===== src/rtl/id_hazard_scoreboard.sv =====
// ID-stage RAW hazard scoreboard: per-register write-back countdowns drive stall, bubble and flush controls.
// Controls are combinational from ID inputs and counter state; counters and the stall counter update on i_clk.
module id_hazard_scoreboard #(
   parameter int P_WB_DIST = 2
) (
   input  logic        i_clk,
   input  logic        i_rst_n,
   input  logic        i_insnvld_ID,
   input  logic [4:0]  i_rs1_addr_ID,
   input  logic [4:0]  i_rs2_addr_ID,
   input  logic        i_rs1_used_ID,
   input  logic        i_rs2_used_ID,
   input  logic [4:0]  i_rd_addr_ID,
   input  logic        i_rdwren_ID,
   input  logic        i_br_taken_EX,
   output logic        o_stall_pc,
   output logic        o_stall_if_id,
   output logic        o_flush_if_id,
   output logic        o_bubble_id_ex,
   output logic [31:0] o_pending,
   output logic [31:0] o_stall_cnt
);

   localparam logic [1:0] LOAD_VAL = 2'(P_WB_DIST);

   // x0 has no counter, so the array starts at register 1.
   logic [31:1][1:0] cnt;
   logic [31:0]      pending;
   logic             rs1_busy;
   logic             rs2_busy;
   logic             hazard;
   logic             issue;
   logic             load;
   logic             hazard_stall;
   logic [31:0]      stall_cnt;

   always_comb begin
      pending = '0;
      for (int r = 1; r < 32; r++) begin
         pending[r] = (cnt[r] != 2'd0);
      end
   end

   assign rs1_busy = i_rs1_used_ID && (i_rs1_addr_ID != 5'd0) && pending[i_rs1_addr_ID];
   assign rs2_busy = i_rs2_used_ID && (i_rs2_addr_ID != 5'd0) && pending[i_rs2_addr_ID];
   assign hazard   = i_insnvld_ID && (rs1_busy || rs2_busy);

   assign issue        = i_insnvld_ID && !hazard && !i_br_taken_EX;
   assign load         = issue && i_rdwren_ID && (i_rd_addr_ID != 5'd0);
   assign hazard_stall = hazard && !i_br_taken_EX;

   // A redirect kills the ID instruction, so it overrides any hazard stall.
   always_comb begin
      o_stall_pc     = 1'b0;
      o_stall_if_id  = 1'b0;
      o_flush_if_id  = 1'b0;
      o_bubble_id_ex = 1'b0;
      if (i_br_taken_EX) begin
         o_flush_if_id  = 1'b1;
         o_bubble_id_ex = 1'b1;
      end else if (hazard) begin
         o_stall_pc     = 1'b1;
         o_stall_if_id  = 1'b1;
         o_bubble_id_ex = 1'b1;
      end
   end

   // A new writer reloads its counter even if an older write to rd is still in flight.
   always_ff @(posedge i_clk or negedge i_rst_n) begin
      if (!i_rst_n) begin
         cnt <= '0;
      end else begin
         for (int r = 1; r < 32; r++) begin
            if (load && (i_rd_addr_ID == 5'(r))) begin
               cnt[r] <= LOAD_VAL;
            end else if (cnt[r] != 2'd0) begin
               cnt[r] <= cnt[r] - 2'd1;
            end
         end
      end
   end

   always_ff @(posedge i_clk or negedge i_rst_n) begin
      if (!i_rst_n) begin
         stall_cnt <= '0;
      end else if (hazard_stall && (stall_cnt != 32'hFFFF_FFFF)) begin
         stall_cnt <= stall_cnt + 32'd1;
      end
   end

   assign o_pending   = pending;
   assign o_stall_cnt = stall_cnt;

endmodule


===== config.mk =====
export PLATFORM = sky130hd
export DESIGN_NAME = id_hazard_scoreboard
export DESIGN_NICKNAME = d
export VERILOG_FILES = /design/src/rtl/id_hazard_scoreboard.sv
export SDC_FILE = /design/constraint.sdc
export NUM_CORES = 1
export LEC_CHECK = 0
export ABC_AREA = 1
export CAP_MARGIN = 20
export CORE_MARGIN = 3
export CORE_UTILIZATION = 45
export DETAILED_ROUTE_END_ITERATION = 10
export PLACE_DENSITY = 0.74
export SLEW_MARGIN = 20
export SYNTH_ARGS = -nofsm -noshare
export SYNTH_HDL_FRONTEND = slang
export SYNTH_SLANG_ARGS = --single-unit

===== constraint.sdc =====
create_clock -name i_clk -period 3.4 [get_ports i_clk]
set_clock_uncertainty 0.2 [all_clocks]
set_input_delay 0.68 -clock i_clk [delete_from_list [all_inputs] [get_ports i_clk]]
set_output_delay 0.68 -clock i_clk [all_outputs]
set_load 0.01 [all_outputs]

# Word-level counts from Yosys, hierarchy flattened
# Index checks and enable logic that the tools add are counted.
# totals
regBits	94
inputBits	22
out_inout_bits	68
# op_classes
add_sub_neg	32
magnitude_cmp	2
eq_ne	32
mux	70
n_reduce_logical	110
# op_table
cell	n
two-way mux 2 bit	62
nonzero test 2 bit	62
== test 5 bit (second input constant)	16
subtractor 2 x 1 -> 2 bit (second input constant)	31
logical AND 1 bit	42
== test 5 x 4 -> 1 bit (second input constant)	8
adder 32 x 1 -> 32 bit (second input constant)	1
inequality test 32 bit (second input constant)	1
== test 5 x 3 -> 1 bit (second input constant)	4
nonzero test 5 bit	3
< comparator 5 x 6 -> 1 bit (second input constant)	2
binary-select mux 1 bit (select 5 bit)	2
== test 5 x 2 -> 1 bit (second input constant)	2
two-way mux 1 bit	6
== test 5 x 1 -> 1 bit (second input constant)	1
logical NOT 1 bit	2
logical OR 1 bit	1

# Logic depth before layout (Yosys ltp)
# Gate-level depths: netlist (run 1).
# depth
depth_word	13
depth_mapped	17
mapped_depth_nobuf	16

# Worst setup path before layout (run 1)
# Ideal clock, no wire load.
# synth_timing
path_type	input-to-output
startpoint	input i_rs2_addr_ID[0]
endpoint	output o_stall_pc
t_arrival_ps	2043
t_required_ps	2520
setup_slack_ps	477
path_stages	14
path_buffers	3
path_cell_list	buf_4 > inv_4 > buf_4 > nand2_1 > nand3_1 > nand3_1 > nand2_1 > nand2_1 > nand3_1 > nand3_2 > nand2_2 > nand2_1 > nor2_1 > buf_4
# synth_via
elab_chain_cells	7
# synth_rtl
item	line	source
from (decl)	10	input logic [4:0] i_rs2_addr_ID,
binary-select mux 1 bit (select 5 bit) or nonzero test 5 bit (tied branches)	45	assign rs2_busy = i_rs2_used_ID && (i_rs2_addr_ID != 5'd0) && pending[i_rs2_addr_ID];
two-way mux 1 bit (implied by the code) or logical AND 1 bit (tied branches)	45	
logical AND 1 bit (*)	45	
logical OR 1 bit (*)	46	assign hazard = i_insnvld_ID && (rs1_busy || rs2_busy);
logical AND 1 bit (*)	46	
two-way mux 1 bit (*) (2 in a row)	n/a	
to (decl)	16	output logic o_stall_pc,
# Every way passes the cells marked *; elsewhere a longest branch is shown, timed or not. The select of a mux whose other input is x is not followed.

# Worst setup path in the final report (run 1)
# layout_timing
startpoint	input i_rs2_addr_ID[1]
endpoint	output o_stall_pc
# layout_via
elab_chain_cells	7
# layout_rtl
item	line	source
binary-select mux 1 bit (select 5 bit) or nonzero test 5 bit (tied branches)	45	
two-way mux 1 bit (implied by the code) or logical AND 1 bit (tied branches)	45	
logical AND 1 bit (*)	45	
logical OR 1 bit (*)	46	
logical AND 1 bit (*)	46	
two-way mux 1 bit (*)	61	end else if (hazard) begin
two-way mux 1 bit (*)	58	if (i_br_taken_EX) begin
# Marks and branches as above.

==> flow_summary.yaml, run 1 <==
run_status:
  status: "completed"
clock_network:
  cts_buffers: 9
  htree_levels: 3
  cts_resized: 6
  clk-insertion-delay-late_ns: 0.35
  cts_buffer_depth: 2
  hold_buffers: 0
  postCtsSetupBuffers: 0
  cts_tree: "built"
  path_clk_slew_ns: 0.07
  cts_root_buf: "clkbuf_16"
  clock-sinks: 94
floorplanning:
  die_w_microns: 125.7
  io_pins: 90
  initial_core_util_pct: 46.30
  die_h_microns: 125.7
  fp.coreArea_sq_um: 13930
  row_count: 43
  die_area_sq_um: 15810
power:
  p_leak_uw: 0.003989
  max-vdd-ir-drop_mv: 0.2909
  p_per_area_nw_per_um2: 721.8
setup_path:
  cp-start-kind: "primary input"
  worst_r2r_path_depth: 16
  path_max_fanout: 7
  crit_path_end_kind: "output pin"
  r2r_setup_slack_ns: 0.76
  required_ns: 2.52
  crit_type: "in2out"
  crit-reg2reg-launch: "cnt[0]"
  timing.rr.end: "o_stall_cnt[20]"
  arrival_ns: 2.38
grt:
  grt_pass1_vias: 5733
  grt_usage_pct: 21.10
  grt_max_degree: 60
  grt_overflow: 0
  antenna_found_initial: 0
  grt_pass1_wl_mm: 27.37
synthesis:
  syn-instance-count: 887
  syn_area_sq_um: 6451
  ys_ff_latch: 94
  yosys_warnings: 0
  synth_cell_type_count: 32
  syn_area_per_cell_sq_um: 7.273
  seq_area_frac_synth_pct: 36.46
  synth_fp_nets: 941
detailed_routing:
  wl_per_cell_microns: 13.89
  route.final.wire_length_mm: 16.20
  final_antenna_net_count: 0
  viasPerCell: 5.063
  dr.pass1.iters: 5
  drt_first_iter_violations: 436
  routed-via-count: 5903
  drc: 0
placement:
  port_buffers: 88
  gp_congestion: 0.9443
  dp_cells: 1150
  place_hpwl_mm: 12.08
  placed_area_sq_um: 7565
cells_and_area:
  n_antenna_cell: 0
  fin_util_pct: 56.67
  nets: 1035
  fin_area_sq_um: 7896
  drive_above_1_share_pct: 7.911
  syn_to_final_growth_pct: 22.40
  finalNonFillerCells: 1166
  fill_cells: 1339
sta:
  max-slew-margin-rel_pct: 48.22
  setup-violations-final: 0
  min_period_ns: 3.264
  finalCritPeriodShare_pct: 96.01
  timing.fmax_mhz: 306.3
  tightest_slew_ns: 0.7768
  finalHoldViolCount: 0
  final.setup.tns_ns: 0
  rsz0062_at_grt: "false"
  drv_slew: 0
min_path:
  hold_path_class: "in2async"
job:
  cap_violations: 0
## area by class of cell
type / instances / area, sq um / area share, %
Clock buffer: 10 / 239.0 / 3.026
Timing Repair Buffer: 111 / 1081 / 13.69
Inverter: 150 / 568.0 / 7.194
Tap cell: 180 / 225.2 / 2.852
Multi-Input combinational cell: 615 / 3346 / 42.37
Sequential cell: 94 / 2352 / 29.79
Clock inverter: 6 / 85.08 / 1.077
## layout by cell type (no fill, tap or decap), types with 2 or more instances in the layout
cell type / synthesis / layout
buf_4: 6 / 21
nor4_1: 2 / 2
nand2_4: 2 / 2
buf_12: 2 / 2
o211ai_1: 4 / 4
nand3_2: 2 / 2
inv_1: 145 / 144
o21ai_0: 35 / 35
inv_4: 1 / 2
clkbuf_16: 0 / 9
o21ai_1: 29 / 29
nor3b_1: 3 / 3
xor2_1: 53 / 53
xnor2_1: 8 / 8
dlymetal6s2s_1: 0 / 3
a21oi_1: 3 / 3
clkinvlp_4: 0 / 2
nand3_1: 51 / 51
clkinv_2: 0 / 2
dlygate4sd2_1: 0 / 5
bufinv_16: 0 / 2
nand2_1: 201 / 201
clkdlybuf4s50_1: 0 / 79
nand2_2: 22 / 22
dfrtp_1: 94 / 94
nor3_1: 16 / 16
ha_1: 32 / 32
inv_2: 4 / 4
nand4_1: 40 / 40
nor2_1: 106 / 105
## worst max-delay path, stage by stage
cell and delay, ns:
clkdlybuf4s50_1 0.48, inv_1 0.14, nand3_1 0.12, nand3_1 0.07
nand2_1 0.07, nand2_1 0.05, nand3_1 0.09, nand3_2 0.10
nand2_2 0.13, nand2_1 0.07, nor2_1 0.11, dlygate4sd2_1 0.28
## cells by family after synthesis
family | count (synthesis) | synth area share, %
other | 1 | 0.05813
and+or+nand+nor | 450 | 31.61
adders and majority gates | 32 | 6.206
buffers and inverters | 178 | 11.71
DFF | 94 | 36.46
xor gates and xnor gates | 61 | 8.282
AOI/OAI and AO/OA | 71 | 5.663
## Yosys cell counts
cell,n,area share [%]
nand3_2,2,0.31
nand4_1,40,3.9
nand3_1,51,4.0
nand3_4,1,0.27
nand2_1,201,12
nor2_8,1,0.31
a21oi_1,3,0.23
nand2_2,22,2.1
nor2_4,1,0.17
buf_12,2,0.62
o211ai_1,4,0.47
dfrtp_1,94,36
o21ai_1,29,2.2
nor2_1,106,6.2
nor3_1,16,1.2
nor3_4,1,0.25
inv_2,4,0.23
o21ai_0,35,2.7
conb_1,1,0.058
nor3b_1,3,0.35
ha_1,32,6.2
xor2_1,53,7.2
clkbuf_1,6,0.35
xnor2_1,8,1.1
buf_6,2,0.35
buf_4,6,0.70
nor4_4,1,0.33
inv_1,145,8.4
nand2_4,2,0.35
inv_4,1,0.097
buf_2,12,0.93
nor4_1,2,0.19
## flip-flops by register name (all words and copies together), names as in the netlist
name	cells
cnt	62
o_stall_cnt	32
## power by group
| part | total (uW) | leakage [uW] | switching [uW] | internal [uW] |
|---|---|---|---|---|
| Combinational | 2780 | 0.00268 | 1530 | 1250 |
| Clock | 1110 | 0.000154 | 446 | 662 |
| Sequential | 1810 | 0.00116 | 249 | 1560 |
| Total | 5700 | 0.00399 | 2230 | 3470 |
## through the flow
stage | total power, uW | setup WS (ns) | hold slack, ns
after detailed placement | 4608 | -0.3098 | 0.3025
final | 5700 | 0.1355 | 0.2175
after global routing | 6273 | 0.0006986 | 0.2810
after global placement | 4489 | -0.3054 | 0.3015
after floorplan | 3641 | 0.4770 | 0.1844
after CTS | 5746 | 0.06792 | 0.2444
## per-layer routing
| layer | wire length (microns) | vias up | track usage, % |
|---|---|---|---|
| met5 | 0 | - | 0 |
| met4 | 237 | 0 | 6.877 |
| met3 | 1086 | 21 | 3.690 |
| met2 | 7362 | 176 | 33.20 |
| met1 | 7510 | 2735 | 29.72 |
| li1 | - | 2971 | - |
## how the worst max path moves through the flow
stage | start | end | slack (ns) | depth (start not counted)
after floorplan | i_rs2_addr_ID[0] | o_stall_pc | 0.48 | 14
after global placement | i_rs1_addr_ID[0] | o_stall_if_id | -0.31 | 13
after detailed placement | i_rs1_addr_ID[0] | o_stall_if_id | -0.31 | 13
after CTS | i_rs1_addr_ID[1] | o_stall_if_id | 0.07 | 12
after global routing | i_rs1_addr_ID[0] | o_stall_if_id | 0.0007 | 13
final | i_rs2_addr_ID[1] | o_stall_pc | 0.14 | 12
Power figures use the tool's default switching activity.
==> run 2, diff against run 1 <==
CAP_MARGIN = default   (was 20)
==> results of run 2 <==
No change in the layout: final DEF, timing and power equal those of run 1.
